`src/rtl/mac_seq_ctrl.sv`:
```
// mac_seq_ctrl: instruction sequencer driving MAC datapath strobes and status byte.
// Optional busy-cycle counter enabled by defining MAC_SEQ_PERF_EN.
module mac_seq_ctrl #(
  parameter int ADDR_W   = 8,
  parameter int PIPE_LAT = 2
) (
  input  logic              Clk,
  input  logic              rst,
  input  logic              en,
  input  logic [31:0]       Inputs,
  input  logic              in_valid,
  output logic              in_ready,
  output logic              acc_clr,
  output logic              mac_en,
  output logic [ADDR_W-1:0] op_addr,
  output logic              res_we,
  output logic              busy,
  output logic [7:0]        Control_out,
  output logic [15:0]       perf_cycles
);
  typedef enum logic [2:0] {IDLE, CLEAR, RUN, DRAIN, STORE} state_e;
  state_e            state_q, state_d;
  logic [3:0]        op_q, ret_q, ret_d;
  logic [7:0]        len_q, cnt_q, cnt_d;
  logic [ADDR_W-1:0] base_q, addr_q, addr_d, base_w;
  logic              err_q, err_d, retire, accept, unused_bits;
  assign base_w      = ADDR_W'(Inputs[19:12]);
  assign unused_bits = ^Inputs[11:0];
  // in_ready is also held low under reset so nothing is accepted while rst wins
  assign in_ready    = en & ~rst & (state_q == IDLE);
  assign accept      = in_ready & in_valid;
  assign busy        = state_q != IDLE;
  assign acc_clr     = en & (state_q == CLEAR);
  assign mac_en      = en & (state_q == RUN);
  assign res_we      = en & (state_q == STORE);
  assign op_addr     = addr_q;
  assign Control_out = {state_q, err_q, ret_q};
  always_comb begin
    state_d = state_q;
    addr_d  = addr_q;
    cnt_d   = cnt_q;
    err_d   = err_q;
    retire  = 1'b0;
    if (en) begin
      case (state_q)
        IDLE: if (accept) begin
          case (Inputs[31:28])
            4'h0: retire = 1'b1;
            4'h1, 4'h3: state_d = CLEAR;
            4'h2: begin
              retire  = Inputs[27:20] == 8'd0;
              state_d = retire ? IDLE : RUN;
              addr_d  = retire ? addr_q : base_w;
              cnt_d   = 8'd0;
            end
            4'h4: state_d = STORE;
            default: err_d = 1'b1;
          endcase
        end
        CLEAR: begin
          retire  = !(op_q == 4'h3 && len_q != 8'd0);
          state_d = retire ? IDLE : RUN;
          addr_d  = retire ? addr_q : base_q;
          cnt_d   = 8'd0;
        end
        RUN: if (cnt_q == len_q - 8'd1) begin
          cnt_d   = 8'd0;
          retire  = PIPE_LAT == 0;
          state_d = retire ? IDLE : DRAIN;
        end else begin
          cnt_d  = cnt_q + 8'd1;
          addr_d = addr_q + ADDR_W'(1);
        end
        DRAIN: begin
          retire  = cnt_q == 8'(PIPE_LAT - 1);
          state_d = retire ? IDLE : DRAIN;
          cnt_d   = retire ? 8'd0 : cnt_q + 8'd1;
        end
        STORE: begin
          retire  = 1'b1;
          state_d = IDLE;
        end
        default: state_d = IDLE;
      endcase
    end
    ret_d = ret_q + 4'(retire);
  end
  always_ff @(posedge Clk) begin
    if (rst) begin
      state_q <= IDLE;
      addr_q  <= '0;
      cnt_q   <= '0;
      err_q   <= 1'b0;
      ret_q   <= '0;
      op_q    <= '0;
      len_q   <= '0;
      base_q  <= '0;
    end else begin
      state_q <= state_d;
      addr_q  <= addr_d;
      cnt_q   <= cnt_d;
      err_q   <= err_d;
      ret_q   <= ret_d;
      if (accept) begin
        op_q   <= Inputs[31:28];
        len_q  <= Inputs[27:20];
        base_q <= base_w;
      end
    end
  end
`ifdef MAC_SEQ_PERF_EN
  logic [15:0] perf_q;
  always_ff @(posedge Clk) begin
    if (rst) perf_q <= '0;
    else if (en && busy && perf_q != 16'hFFFF) perf_q <= perf_q + 16'd1;
  end
  assign perf_cycles = perf_q;
`else
  assign perf_cycles = 16'h0000;
`endif
endmodule
```
`config.mk`:
```
export PLATFORM = sky130hd
export DESIGN_NAME = mac_seq_ctrl
export DESIGN_NICKNAME = d
export VERILOG_FILES = /design/src/rtl/mac_seq_ctrl.sv
export SDC_FILE = /design/constraint.sdc
export NUM_CORES = 1
export LEC_CHECK = 0
export ABC_AREA = 1
export BUFFER_PORTS_ARGS = -buffer_cell sky130_fd_sc_hd__buf_4
export CAP_MARGIN = 30
export CORE_ASPECT_RATIO = 0.9
export CORE_MARGIN = 2
export CORE_UTILIZATION = 43
export CTS_CLUSTER_SIZE = 40
export DETAILED_ROUTE_END_ITERATION = 6
export GPL_TIMING_DRIVEN = 0
export HOLD_SLACK_MARGIN = 0.08
export PLACE_DENSITY = 0.76
export SLEW_MARGIN = 20
export SYNTH_ARGS = -nofsm -noshare
export SYNTH_HDL_FRONTEND = slang
export SYNTH_SLANG_ARGS = --single-unit
```
`constraint.sdc`:
```
create_clock -name Clk -period 2.12 [get_ports Clk]
set_input_delay 0.212 -clock Clk [delete_from_list [all_inputs] [get_ports Clk]]
set_output_delay 0.212 -clock Clk [all_outputs]
set_load 0.01 [all_outputs]
```
Word-level counts from Yosys, hierarchy flattened
Cells that the tools add are included.
Storage, ports and cells
  memories kept: 0
  logic and storage cells: 75
  bits in latches: 0
  ROM bits: 0
  output and inout port bits: 37
  register bits: 44
  bits in writable memories: 0
  input port bits: 36
Operators by class
  reductions and logical operators: 15
  eq/ne operators: 18
  $add $sub $neg: 4
  order comparisons: 0
  divide/modulo/power cells: 0
  bitwise gates (word level): 8
  multipliers: 0
  muxes and demuxes: 22
  shifts and indexed selects: 0
Operators by type and width (number)
  8-bit 2-to-1 mux: 9
  8-bit one-hot mux with 4 select lines: 1
  8-bit one-hot mux with 3 select lines: 1
  8-bit by 1-bit adder with 8-bit output, second input constant: 2
  4-bit by 2-bit equality test with 1-bit output, second input constant: 3
  3-bit one-hot mux with 4 select lines: 1
  4-bit AND reduction: 3
  3-bit one-hot mux with 3 select lines: 1
  8-bit by 1-bit equality test with 1-bit output, second input constant: 1
  8-bit equality test: 1
  8-bit zero test: 1
  8-bit nonzero test: 1
  8-bit by 1-bit subtractor with 8-bit output, second input constant: 1
  7-bit AND reduction: 1
  1-bit bitwise AND: 6
  3-bit by 2-bit equality test with 1-bit output, second input constant: 2
  2-bit 2-to-1 mux: 3
  3-bit 2-to-1 mux: 2
  2-bit by 1-bit inequality test with 1-bit output, second input constant: 3
  2-bit inequality test, second input constant: 3
  3-bit nonzero test: 2
  5-bit OR reduction: 1
  4-bit by 1-bit adder with 4-bit output: 1
  4-bit by 1-bit equality test with 1-bit output, second input constant: 1
  other kinds (14): 16

Logic depth before layout (Yosys ltp)
  depth in word-level cells: 8
  gate-level depth with buffers: 15
  depth with buffers taken out: 15

Least setup slack after synthesis
No wires, ideal clock.
  path kind: register -> register
  start point: reg state_q[2]
  end point: reg ret_q[2]
  path buffers: 0
  data required time: 1991 ps
  library setup time: 129 ps
  clock period less this slack: 1982 ps
  setup slack: 138 ps
  arrival: 1854 ps
  cell stages (with the launch flop): 14
  path through: dfxtp_1 nor2_4 nand2_4 nor3_4 nand2_2 inv_1 o2111ai_1 o2111ai_1 nand2_1 inv_1 ha_1 ha_1 xnor2_1 nor2_1
On the way
  cells in the longest elaborated chain, start to end: 7
  elaborated cells on any way between the ends: 10
  classes of those cells: add/sub: 1; eq/ne: 3; mux: 3; bitwise: 2; reduce/logical: 1
Ends and longest elaborated chain
  start: declaration: RTL line 22  | state_e state_q, state_d;
  start signal: assignment: RTL line 99  | state_q <= state_d;
  3-bit zero test: RTL line 30  | assign in_ready = en & ~rst & (state_q == IDLE);
  1-bit bitwise AND: RTL line 30
  named net in_ready: RTL line 12  | output logic in_ready,
  1-bit bitwise AND: RTL line 31  | assign accept = in_ready & in_valid;
  1-bit 2-to-1 mux: RTL line 46  | IDLE: if (accept) begin
  1-bit one-hot mux with 4 select lines: RTL line 45  | case (state_q)
  1-bit 2-to-1 mux: RTL line 44  | if (en) begin
  4-bit by 1-bit adder with 4-bit output: RTL line 86  | ret_d = ret_q + 4'(retire);
  end signal: assignment: RTL line 103  | ret_q <= ret_d;
  end: declaration: RTL line 23  | logic [3:0] op_q, ret_q, ret_d;
The timed path passes the listed nets, and every way through them passes these cells.
A chain may end at the register's enable or synchronous reset.

Worst setup path in the final report
  start point: reg len_q[1]
  end point: reg addr_q[2] (netlist: op_addr[2])
On the way
  cells in the longest elaborated chain, start to end: 4
  elaborated cells on any way between the ends: 7
  classes of those cells: add/sub: 1; eq/ne: 3; reduce/logical: 3
Ends and longest elaborated chain
  start: declaration: RTL line 24  | logic [7:0] len_q, cnt_q, cnt_d;
  start signal: assignment: RTL line 106  | len_q <= Inputs[27:20];
  8-bit by 1-bit subtractor with 8-bit output or 8-bit nonzero test (tied branches): RTL line 66, 61
  8-bit equality test or 1-bit logical AND (tied branches): RTL line 66, 61
  2-bit inequality test (no source line) or 2-bit by 1-bit inequality test with 1-bit output (tied branches)
  7-bit AND reduction (no source line) (*)
  end signal: assignment: RTL line 100  | addr_q <= addr_d;
  end: declaration: RTL line 25  | logic [ADDR_W-1:0] base_q, addr_q, addr_d, base_w;
Every way passes the cells marked *; elsewhere a longest branch is shown, timed or not.

==> flow_summary.ini <==
[status]
status = finished, final reports clean

[final_layout]
diodes = 0
utilization_pct = 54.5
fin_area_sq_um = 3530
syn2layout_area_growth_pct = 24.5
fillCellCount = 656
drive_above_1_share_pct = 20.1
fin_nets = 550

[placed_design]
gp_congestion = 0.893
portBuffers = 43
place_ws_ps = -182
placed_area_sq_um = 3330
dp_hpwl_um = 5490

[power]
power.density_nw_per_um2 = 532
ir_drop_mv = 0.325
totalPowerFinal_w = 0.00188
leakage_nw = 1.69

[yosys]
synth_common_cells = 97 x nand2_1, 64 x inv_1, 56 x nand3_1
synth_top_cell_area_share_pct = 31.1
synth-edff-count = 0
synth.ff_latch_count = 44
synthMuxAreaShare_pct = 0
synth_flop_cell = dfxtp_1
synth_compound_area_share_pct = 12.5
yosysTopAreaCell = dfxtp_1
yosysSeqAreaShare_pct = 31.1
synth_top_cells_by_area = dfxtp_1 31%, nand2_1 13%, nand3_1 9.9%, inv_1 8.5%, nor2_1 6.5%
synth_cells = 438
synth_top_family_by_area = simple AND/OR/NAND/NOR gates
syn-cell-area_sq_um = 2840
ys_async_sr_fraction_pct = 0
synth_cell_types = 36
yosysWarnings = 0
synthAdderAreaFrac_pct = 3.09
synthSimpleGateAreaFrac_pct = 35.2
synth-xor-area-share_pct = 2.78
yosysMostFrequentCell = nand2_1
avgSynthCellArea_sq_um = 6.48

[critical_path]
cp-end-kind = register
crit_arrival_ps = 2170
path_max_fanout = 10
cp-start-kind = register
critPathKind = reg -> reg
required_ps = 2330

[sta]
tightest_slew_ps = 558
fin_tns_setup_ps = 0
hold_viol = 0
max_freq_mhz = 510
setup_slack_ps = 157
finalSetupViolCount = 0
slew_viol_final = 0
fin_crit_sh_pct = 92.6
min_period_ps = 1960
clock_skew_ps = 8.75
max_slew_margin_pct = 62.8

[global_routing]
grt_pass1_wl_um = 12000
antenna_found_initial = 0
grt_overflow_total = 0
grt_max_degree = 14
grtUsageTotal_pct = 21.0
grt_pass1_vias = 2667

[routing]
antenna_left = 0
wl_met1_um = 3340
vias_per_cell = 5.06
routedWlPerCell_um = 12.4
dr_wl_met2_um = 3280
drc_errors = 0
drt-pass1-iter-count = 5
drt_iter0_markers = 262
vias = 3023
wl_met3_um = 670
routed.top_layer = met4
drt-total-wl_um = 7410

[die]
dieHeight_um = 81.1
die-area_sq_um = 7260
start_util_pct = 43.8
die_x_um = 89.6
rows = 28
ios = 73
core-area_sq_um = 6480

[clock_network]
cts_hold_buf = 0
clockBufferDepth = 2
htreeDepth = 2
worstSkewPairLatency_ps = 310
cts-buffers-inserted = 5
cts_root_buf = clkbuf_8
cts.sinks = 44
cts_tree = yes
clkSlewWorstSetupHoldPaths_ps = 90

[run]
drv_cap = 0

[hold_path]
hp-class = in -> reg
==> power breakdown <==
| group | switching [W] | total [W] | internal [W] |
|---|---|---|---|
| combinational | 0.000168 | 0.000286 | 0.000117 |
| clock | 0.000309 | 0.000725 | 0.000416 |
| sequential | 0.0000182 | 0.000867 | 0.000849 |
==> routing by layer <==
layer / vias up / GRT usage, %
met5: - / 0
met4: 0 / 6.57
met3: 15 / 3.35
met2: 146 / 32.0
met1: 1351 / 30.1
li1: 1511 / -
==> flip-flops by register name, indices dropped and copies added, names as in the netlist <==
signal / cells
base_q: 8
cnt_q: 8
err_q: 1
len_q: 8
op_addr: 8
op_q: 4
ret_q: 4
state_q: 3
==> critical path, cell delays in order (launching register included) <==
cell and delay (ps):
dfxtp_1 340, inv_1 80, ha_2 330, inv_1 40, nand2_1 50, nand2_1 40, nor2_1 80, nand2_1 60
nor2_1 110, nand2_1 110, nor2_4 140, nand3_2 100, buf_4 190, a21oi_1 140, nor2_1 60
==> kinds of logic (layout without fill, tap and decap cells) <==
family                     after synthesis  in the layout
AOI/OAI and AO/OA                       62             62
xor gates and xnor gates                 9              9
adders and majority gates                7              7
buffers and inverters                   93            148
DFF                                     44             44
other                                    1             16
and+or+nand+nor                        222            222
==> layout by cell type (no fill, tap or decap), types with 2 or more instances in the layout <==
master / instances
nand2_1: 94
buf_4: 65
inv_1: 61
nand3_1: 56
nor2_1: 47
dfxtp_1: 40
a21oi_1: 30
o21ai_0: 17
conb_1: 16
clkbuf_8: 7
clkbuf_1: 6
ha_1: 6
nor3_1: 5
xor2_1: 5
nand2_4: 4
xnor2_1: 4
a221oi_1: 4
nand4_1: 3
nor2_4: 3
dfxtp_2: 3
inv_2: 2
nand2_2: 2
o2111ai_1: 2
nand3_2: 2
a21oi_2: 2
buf_2: 2
nor3b_1: 2
==> stage by stage <==
| stage | cells | hold WS [ps] |
|---|---|---|
| floorplan | 453 | 322 |
| global placement | 586 | 424 |
| detailed placement | 586 | 429 |
| CTS | 596 | 103 |
| global route | 598 | 103 |
| finish | 598 | 105 |
==> final timing paths <==
check                               from                      end  slack (ps)  cells after the start
setup / recovery   len_q[1]$_SDFFE_PP0N_  op_addr[2]$_SDFFE_PP0P_         160                     14
hold / removal                Inputs[14]   base_q[2]$_SDFFE_PP0N_         110                      3
setup reg to reg   len_q[1]$_SDFFE_PP0N_  op_addr[2]$_SDFFE_PP0P_         160                     14
hold reg to reg   base_q[1]$_SDFFE_PP0N_   base_q[1]$_SDFFE_PP0N_         480                      2
==> cell type report <==
cell class | instances | area, sq um | area share, %
Inverter | 65 | 248 | 7.02
Sequential cell | 44 | 888 | 25.2
Timing Repair Buffer | 47 | 353 | 9.99
Clock inverter | 1 | 30.0 | 0.850
Buffer | 28 | 186 | 5.28
Multi-Input combinational cell | 316 | 1620 | 45.8
Clock buffer | 7 | 96.3 | 2.73
Tap cell | 90 | 113 | 3.19
==> repair_timing <==
action                                  in CTS  in global routing
buffers inserted                             2                  2
resized for setup                            5                 14
pin swaps                                    1                  1
endpoints found under the setup margin      10                 22
hold endpoints to repair                     0                  0
No activity file was read; power rests on OpenSTA's default activity.
